### src/rtl/sram_ctrl.sv
// Single-port SRAM controller: valid/ready requests, byte-masked writes, pipelined reads
// with configurable latency, and a clear engine that runs after reset and on request.
module sram_ctrl #(
  parameter int unsigned       DATA_W    = 16,
  parameter int unsigned       DEPTH     = 16,
  parameter int unsigned       RD_LAT    = 1,
  parameter logic [DATA_W-1:0] CLEAR_VAL = '0
) (
  input  logic                         clock,
  input  logic                         reset,
  input  logic                         io_req_valid,
  output logic                         io_req_ready,
  input  logic                         io_req_we,
  input  logic [$clog2(DEPTH)-1:0]     io_req_addr,
  input  logic [DATA_W-1:0]            io_req_wdata,
  input  logic [DATA_W/8-1:0]          io_req_wmask,
  output logic                         io_resp_valid,
  output logic [DATA_W-1:0]            io_resp_data,
  input  logic                         io_clear,
  output logic                         io_init_done
);

  localparam int unsigned       ADDR_W   = $clog2(DEPTH);
  localparam int unsigned       NumBytes = DATA_W / 8;
  localparam logic [ADDR_W-1:0] LastAddr = ADDR_W'(DEPTH - 1);

  typedef enum logic [0:0] {StClear, StReady} state_e;

  state_e              state_q;
  logic [ADDR_W-1:0]   cnt_q;
  logic                ready_q;
  logic [DATA_W-1:0]   mem [DEPTH];
  logic [RD_LAT-1:0]   vld_q;
  logic [DATA_W-1:0]   data_q [RD_LAT];

  logic                req_acc;
  logic                in_range;
  logic [DATA_W-1:0]   rd_word;

  assign req_acc = io_req_valid && ready_q;

  // Only a non-power-of-two depth can see addresses past the end of the array.
  if (DEPTH == (2 ** ADDR_W)) begin : g_full_range
    assign in_range = 1'b1;
  end else begin : g_part_range
    assign in_range = (32'(io_req_addr) < DEPTH);
  end

  assign rd_word = in_range ? mem[io_req_addr] : '0;

  always_ff @(posedge clock or posedge reset) begin
    if (reset) begin
      state_q <= StClear;
      cnt_q   <= '0;
      ready_q <= 1'b0;
    end else begin
      unique case (state_q)
        StClear: begin
          cnt_q <= cnt_q + 1'b1;
          if (cnt_q == LastAddr) begin
            state_q <= StReady;
            ready_q <= 1'b1;
            cnt_q   <= '0;
          end
        end
        StReady: begin
          if (io_clear) begin
            state_q <= StClear;
            ready_q <= 1'b0;
            cnt_q   <= '0;
          end
        end
      endcase
    end
  end

  // The array has no reset; the clear engine owns it whenever the FSM is in StClear.
  always_ff @(posedge clock) begin
    if (state_q == StClear) begin
      mem[cnt_q] <= CLEAR_VAL;
    end else if (req_acc && io_req_we && in_range) begin
      for (int b = 0; b < int'(NumBytes); b++) begin
        if (io_req_wmask[b]) begin
          mem[io_req_addr][8*b +: 8] <= io_req_wdata[8*b +: 8];
        end
      end
    end
  end

  // Data only moves with its valid bit, so the last stage holds its value between responses.
  always_ff @(posedge clock or posedge reset) begin
    if (reset) begin
      vld_q <= '0;
      for (int i = 0; i < int'(RD_LAT); i++) begin
        data_q[i] <= '0;
      end
    end else begin
      vld_q[0] <= req_acc && !io_req_we;
      if (req_acc && !io_req_we) begin
        data_q[0] <= rd_word;
      end
      for (int i = 1; i < int'(RD_LAT); i++) begin
        vld_q[i] <= vld_q[i-1];
        if (vld_q[i-1]) begin
          data_q[i] <= data_q[i-1];
        end
      end
    end
  end

  assign io_req_ready  = ready_q;
  assign io_init_done  = ready_q;
  assign io_resp_valid = vld_q[RD_LAT-1];
  assign io_resp_data  = data_q[RD_LAT-1];

endmodule

### config.mk
export PLATFORM = sky130hd
export DESIGN_NAME = sram_ctrl
export DESIGN_NICKNAME = d
export VERILOG_FILES = /design/src/rtl/sram_ctrl.sv
export SDC_FILE = /design/constraint.sdc
export NUM_CORES = 1
export LEC_CHECK = 0
export BUFFER_PORTS_ARGS = -buffer_cell sky130_fd_sc_hd__buf_2
export CORE_ASPECT_RATIO = 2
export CORE_MARGIN = 5
export CORE_UTILIZATION = 30
export DETAILED_ROUTE_END_ITERATION = 8
export SKIP_LAST_GASP = 1
export SYNTH_ARGS = -nofsm -noshare
export SYNTH_HDL_FRONTEND = slang
export SYNTH_SLANG_ARGS = --single-unit
### constraint.sdc
create_clock -name clock -period 4.5 [get_ports clock]
set_input_delay 0.225 -clock clock [delete_from_list [all_inputs] [get_ports clock]]
set_output_delay 0.225 -clock clock [all_outputs]
set_load 0.03 [all_outputs]
==> results.py, run 1 <==
metrics = {
    "run_status": {
        "status": "finished clean",
    },
    "global_route": {
        "grt_pass1_vias": 5924,
        "grt_use_met2": 0.2911,
        "overflow": 0,
        "grt.busiest_layer": "met2",
        "grt_first_pass_wirelength_mm": 40.90,
        "grt_start_max_net_pins": 49,
        "grt_antenna_before_repair": 0,
        "met1_usage": 0.1246,
        "grtUsageTotal": 0.1371,
        "grtUsageMet3": 0.01406,
    },
    "finish": {
        "layout_common_cells": "256 x edfxtp_1, 44 x buf_2, 40 x nor2_1",
        "fin_cells": 1109,
        "antennaDiodeCount": 0,
        "drive_above_1_share": 0.1908,
        "final_cell_area_um2": 12600,
        "area_growth_pct": 12.86,
        "final_common_cell": "edfxtp_1",
        "layout.nets": 661,
    },
    "job": {
        "cap_violations": 0,
    },
    "clock_tree": {
        "clkLatencyLatePin_ns": 0.53,
        "ctsResizeCount": 0,
        "cts.htree.levels": 1,
        "path_clk_slew_ns": 0.07,
        "cts_tree": "done",
        "clockRootBuffer": "clkbuf_16",
        "clockBufferDepth": 3,
        "hold_buffers": 2,
        "postCtsSetupBuffers": 0,
        "clock_sinks": 279,
        "cts_buffers": 23,
    },
    "synth": {
        "synth_area_um2": 11160,
        "syn_inst": 586,
        "syn_area_per_cell_um2": 19.05,
        "async_reset_ff_frac": 0.08244,
        "yosysUniqueCellTypes": 37,
        "synth_seq_area_share": 0.7404,
        "synth_edf_count": 256,
        "synthFlopType": "edfxtp_1",
        "ys_ff_latch": 279,
        "syn-num-nets": 614,
        "yosys_warnings": 0,
    },
    "worst_setup_path": {
        "ff2ff_path_depth": 4,
        "critPathLaunchType": "flip-flop",
        "cp_slowest_cell": "o21ai_0",
        "crit_fanout": 24,
        "critPathLaunch": "state_q",
        "cp_data_required_time_ns": 4.69,
        "worstSetupEndpointType": "flip-flop",
        "cpPeakStageDelay_ns": 0.72,
        "path_cells": "o21a_1, a21oi_1, o21ai_0, nor2_1",
        "r2r-end": "mem[5][14]",
        "critical_path_arrival_ns": 3.03,
        "worstSetupPathType": "flip-flop to flip-flop",
        "r2r_slack_ns": 1.66,
        "timing.rr.start": "state_q",
        "crit_path_end": "mem[5][14]",
    },
    "detailed_routing": {
        "routed_via_density": 5.135,
        "vias": 5695,
        "drc_errors": 0,
        "first_pass_iters": 5,
        "initialDrtViolationCount": 461,
        "routed_wirelength_mm": 28.70,
        "postRouteAntennaNets": 0,
        "wl_per_cell_um": 25.88,
    },
    "sta": {
        "finalSetupViolations": 0,
        "layout_setup_ws_ns": 1.659,
        "skew_ns": 0.02187,
        "slew_viol_final": 0,
        "setup_tns_ns": 0,
        "slew-limit-headroom": 0.1840,
        "rsz0062_at_grt": "no",
        "layout_min_cycle_time_ns": 2.841,
        "fmax_ghz": 0.3520,
        "tightest_slew_ns": 1.219,
        "hold_viol": 0,
        "post-route-period-util": 0.6313,
    },
    "placement": {
        "dpl.cell_count": 1065,
        "dpl.hpwl_mm": 21.12,
        "dp_slack_ns": 1.743,
        "port-buffer-count": 45,
        "gp_congestion": 0.8357,
        "place_area_um2": 11850,
    },
    "power_and_ir_drop": {
        "total_power_w": 0.006915,
        "peakVddDrop_uv": 208.9,
        "power.density_nw_per_um2": 549.0,
        "p_leak_nw": 4.115,
    },
    "floorplanning": {
        "fp.coreArea_um2": 37040,
        "initial_utilization": 0.3014,
        "die_x_um": 146.4,
        "die_h_um": 282.8,
        "io_pins": 46,
        "dieArea_um2": 41390,
        "num_rows": 100,
    },
    "hold_path": {
        "min_from": "io_req_addr[3]",
        "min_path_type": "input pin to flip-flop",
    },
}
## how the worst min path moves through the flow
stage                                   to  slack (ns)  cells after the start
after floorplan                   cnt_q[0]        0.23                      1
after global routing      io_resp_data[13]        0.25                      3
final                     io_resp_data[13]        0.20                      3
after global placement     io_resp_data[0]        0.48                      2
after CTS                 io_resp_data[13]        0.19                      3
after detailed placement   io_resp_data[3]        0.48                      2
## logic make-up after synthesis
group / after synthesis / synth area share
compound gates: 79 / 0.04787
fa+ha+maj: 1 / 0.001121
buf+inv: 39 / 0.01872
flops: 279 / 0.7404
mux: 94 / 0.1533
simple gates: 94 / 0.03868
## critical path: cells and delay by family (launching register included)
kind / cells / cell delay (ns)
compound gates: 3 / 1.61
flops: 1 / 0.50
simple gates: 1 / 0.38
## routing by layer
metal | wire, µm | vias up
met3 | 941 | 54
met5 | 0 | -
li1 | - | 2493
met1 | 9130 | 2953
met4 | 1420 | 0
met2 | 17210 | 195
## cell type report
class	instances	area [µm²]
Clock buffer	28	614.3
Timing Repair Buffer	54	312.8
Tap cell	459	574.3
Clock inverter	14	116.4
Multi-Input combinational cell	268	2689
Inverter	7	26.28
Sequential cell	279	8263
Fill cell	3510	24440
## registers in the layout, summed over array words and instances, names as in the netlist
name,count
io_resp_data,16
io_init_done,1
cnt_q,4
state_q,1
io_resp_valid,1
mem,256
## cells in the mapped netlist (2+ instances only)
library cell / instances / area (µm²)
a31oi_1: 3 / 18.77
nor3_1: 2 / 10.01
edfxtp_1: 256 / 7687
a22oi_1: 28 / 210.2
clkbuf_1: 15 / 56.30
mux2_2: 15 / 168.9
nor4_1: 2 / 12.51
mux4_1: 30 / 788.3
buf_4: 4 / 30.03
buf_6: 5 / 56.30
a21oi_1: 8 / 40.04
inv_1: 7 / 26.28
o21ai_0: 16 / 80.08
mux2i_1: 28 / 280.3
dfrtp_1: 23 / 575.6
nor2_1: 40 / 150.1
nand2_1: 22 / 82.58
a21o_1: 3 / 22.52
mux4_2: 21 / 473.0
and3_1: 17 / 106.4
buf_2: 8 / 40.04
nand3_1: 2 / 10.01
o211ai_1: 13 / 97.59
nand2b_1: 5 / 31.28
## through the flow
stage	hold slack, ns	utilization
finish	0.1995	0.3401
global route	0.2488	0.3401
CTS	0.1886	0.3401
detailed placement	0.4797	0.3198
global placement	0.4842	0.3198
floorplan	0.2269	-
## where the power goes
group          internal [W]  leakage (nW)  total [W]  switching [W]
Combinational      0.000417          1.26    0.00130       0.000887
Clock               0.00105         0.360    0.00196       0.000912
Sequential          0.00342          2.49    0.00365       0.000239
Total               0.00488          4.12    0.00692        0.00204
Power figures use the tool's default switching activity.
==> inputs of run 2 (changes only) <==
- ABC_AREA: default -> 1
- clock period: 4.5 -> 2.9 ns (I/O delays scaled with it)
==> run 2 against run 1 <==
Effect of this change: count of clock-buffer cells in the layout shrank 1; clock skew shrank 0.0047 ns; total power increased by 55%; combinational power grew 63%; register-to-register slack got worse by 1.2 ns; flip-flop and latch count unchanged.
==> results.py, run 2 <==
metrics = {
    "global_route": {
        "grt_first_pass_wirelength_mm": 47.37,
        "grtUsageTotal": 0.1503,
        "overflow": 0,
        "grt_antenna_before_repair": 1,
        "grt_pass1_vias": 7773,
        "grt_start_max_net_pins": 65,
    },
    "power_and_ir_drop": {
        "p_int_w": 0.007537,
        "seqPwrFrac": 0.511,
        "pwr-share-clk": 0.291,
        "total_power_w": 0.01072,
        "combPwrFrac": 0.198,
        "power.density_nw_per_um2": 806.1,
        "p_leak_nw": 5.312,
        "power.share.switching": 0.2971,
        "power.switching_w": 0.003185,
        "peakVddDrop_uv": 320.6,
    },
    "synth": {
        "syn_area_per_cell_um2": 10.97,
        "ys_ff_latch": 279,
        "yosysUniqueCellTypes": 27,
        "yosysMostFrequentCell": "nand2_1",
        "syn_inst": 1056,
        "async_reset_ff_frac": 0.08244,
        "yosys.area.top_type": "edfxtp_1",
        "yosys_warnings": 0,
        "synth_edf_count": 256,
        "synth_area_um2": 11580,
        "synthFlopType": "edfxtp_1",
        "synth_commonest_cells": "415 x nand2_1, 256 x edfxtp_1, 197 x nand3_1",
        "synth_area_leaders": "edfxtp_1 66%, nand2_1 13%, nand3_1 8.5%",
        "syn-num-nets": 1084,
        "synth_seq_area_share": 0.7136,
        "synth.top_cell.area_share": 0.6639,
    },
    "clock_tree": {
        "cts_buffers": 23,
        "ctsResizeCount": 0,
        "hold_buffers": 3,
        "cts.htree.levels": 1,
        "postCtsSetupBuffers": 0,
        "path_clk_slew_ns": 0.07,
        "clock_sinks": 279,
        "clockBufferDepth": 3,
        "cts_tree": "done",
        "clkLatencyLatePin_ns": 0.53,
        "clockRootBuffer": "clkbuf_16",
    },
    "worst_setup_path": {
        "path_buf_inv": 0,
        "cp_data_required_time_ns": 3.06,
        "crit_family": "simple AND/OR/NAND/NOR gates",
        "critPathLaunchType": "flip-flop",
        "cp_slowest_cell": "nor2_1",
        "cpPeakStageDelay_ns": 0.52,
        "worstSetupPathType": "flip-flop to flip-flop",
        "worstSetupEndpointType": "flip-flop",
        "critical_path_arrival_ns": 2.62,
        "crit_fanout": 26,
        "cpMostUsedCell": "nand2_1",
        "path_cells": "nand2_2, nor2_4, nand2_4, nand2_1, nand2_1, nor2_1, nand2_1, nor2_1",
    },
    "sta": {
        "finalSetupViolations": 0,
        "layout_setup_ws_ns": 0.4400,
        "setup_tns_ns": 0,
        "slew_viol_final": 0,
        "post-route-period-util": 0.8483,
        "skew_ns": 0.01718,
        "tightest_slew_ns": 0.9205,
        "hold_viol": 0,
        "slew-limit-headroom": 0.3857,
        "rsz0062_at_grt": "no",
        "fmax_ghz": 0.4065,
        "layout_min_cycle_time_ns": 2.460,
    },
    "detailed_routing": {
        "initialDrtViolationCount": 647,
        "routed_wirelength_mm": 32.31,
        "wl_per_cell_um": 19.58,
        "routed_via_density": 4.663,
        "vias": 7694,
        "first_pass_iters": 5,
        "postRouteAntennaNets": 0,
        "drc_errors": 0,
    },
    "placement": {
        "dp_slack_ns": 0.4437,
        "dpl.hpwl_mm": 23.16,
        "gp_congestion": 0.8959,
        "port-buffer-count": 45,
        "place_area_um2": 12520,
    },
    "finish": {
        "antennaDiodeCount": 0,
        "area_growth_pct": 14.86,
        "layout_common_cells": "415 x nand2_1, 256 x edfxtp_1, 197 x nand3_1",
        "largest_register_ffs": 256,
        "final_common_cell": "nand2_1",
        "final_cell_area_um2": 13300,
        "drive_above_1_share": 0.1269,
        "layout.nets": 1146,
        "regMostFlops": "mem",
    },
    "floorplanning": {
        "initial_utilization": 0.3044,
        "die_h_um": 287.8,
        "dieArea_um2": 42870,
        "num_rows": 101,
        "io_pins": 46,
        "die_x_um": 148.9,
        "fp.coreArea_um2": 38040,
    },
    "run_status": {
        "status": "finished clean",
    },
    "job": {
        "cap_violations": 0,
    },
    "hold_path": {
        "min_path_type": "input pin to flip-flop",
    },
}
## run 2: changes by cell type in the layout (fill, tap and decap cells not counted), moves of 27 or more
cell,delta
a22oi_1,-28
nand3_1,+195
buf_4,+42
nand2_1,+393
mux4_1,-30
mux2i_1,-27
## run 2: logic make-up after synthesis
family                     Yosys count  synth area share
AOI/OAI and AO/OA                    9          0.004322
adders and majority gates            1          0.001080
buffers and inverters               88           0.03436
and+or+nand+nor                    677            0.2451
DFF                                279            0.7136
muxes                                1         0.0008644
xor gates and xnor gates             1         0.0007565
## run 2: per-stage QoR
step           utilization  hold slack (ns)  instances
6_report            0.3497          0.03306       1650
5_1_grt             0.3497          0.04894       1650
4_1_cts             0.3497          0.03432       1650
3_5_place_dp        0.3293           0.3825       1605
3_3_place_gp        0.3293           0.3730       1605
2_1_floorplan            -           0.1469       1056
## run 2: worst paths after layout
check	from	slack [ns]	end	cells after the start
max	io_init_done	0.44	mem[1][9]	8
min	io_req_valid	0.03	io_resp_valid	3
max reg2reg	io_init_done	0.44	mem[1][9]	8
min reg2reg	io_resp_data[6]	0.47	io_resp_data[6]	2
max in group asynchronous	reset	1.96	cnt_q[1]	3
min in group asynchronous	reset	0.35	io_resp_data[4]	3
## run 2: final cells by class
cell class              instances  area, µm²
clock inverters                15      155.1
multi-input cells             689       2919
fillers                      3774      24740
inverters                      29      110.1
flip-flops and latches        279       8263
clock buffers                  27      590.6
well taps                     515      644.4
repair buffers                 96      618.1
## run 2: layer usage
metal  track usage  wire [µm]  vias up
met2        0.2979      18540      231
li1              -          -     3698
met5             0         13        -
met1        0.1416      10510     3680
met4       0.08889       1975        2
met3       0.02095       1273       83
## run 2: worst register-to-register path, stage by stage (launching register included)
cell and delay, ns:
dfrtp_1 0.38, nand2_2 0.09, nor2_4 0.19, nand2_4 0.22, nand2_1 0.11, nand2_1 0.11
nor2_1 0.33, nand2_1 0.15, nor2_1 0.52
## run 2: power by group through the flow
stage	Sequential [W]	Combinational (W)	Clock [W]
3_3_place_gp	0.00555	0.00210	0
5_1_grt	0.00554	0.00234	0.00334
2_1_floorplan	0.00573	0.00116	0
3_5_place_dp	0.00556	0.00213	0
4_1_cts	0.00548	0.00214	0.00315
6_report	0.00548	0.00212	0.00312
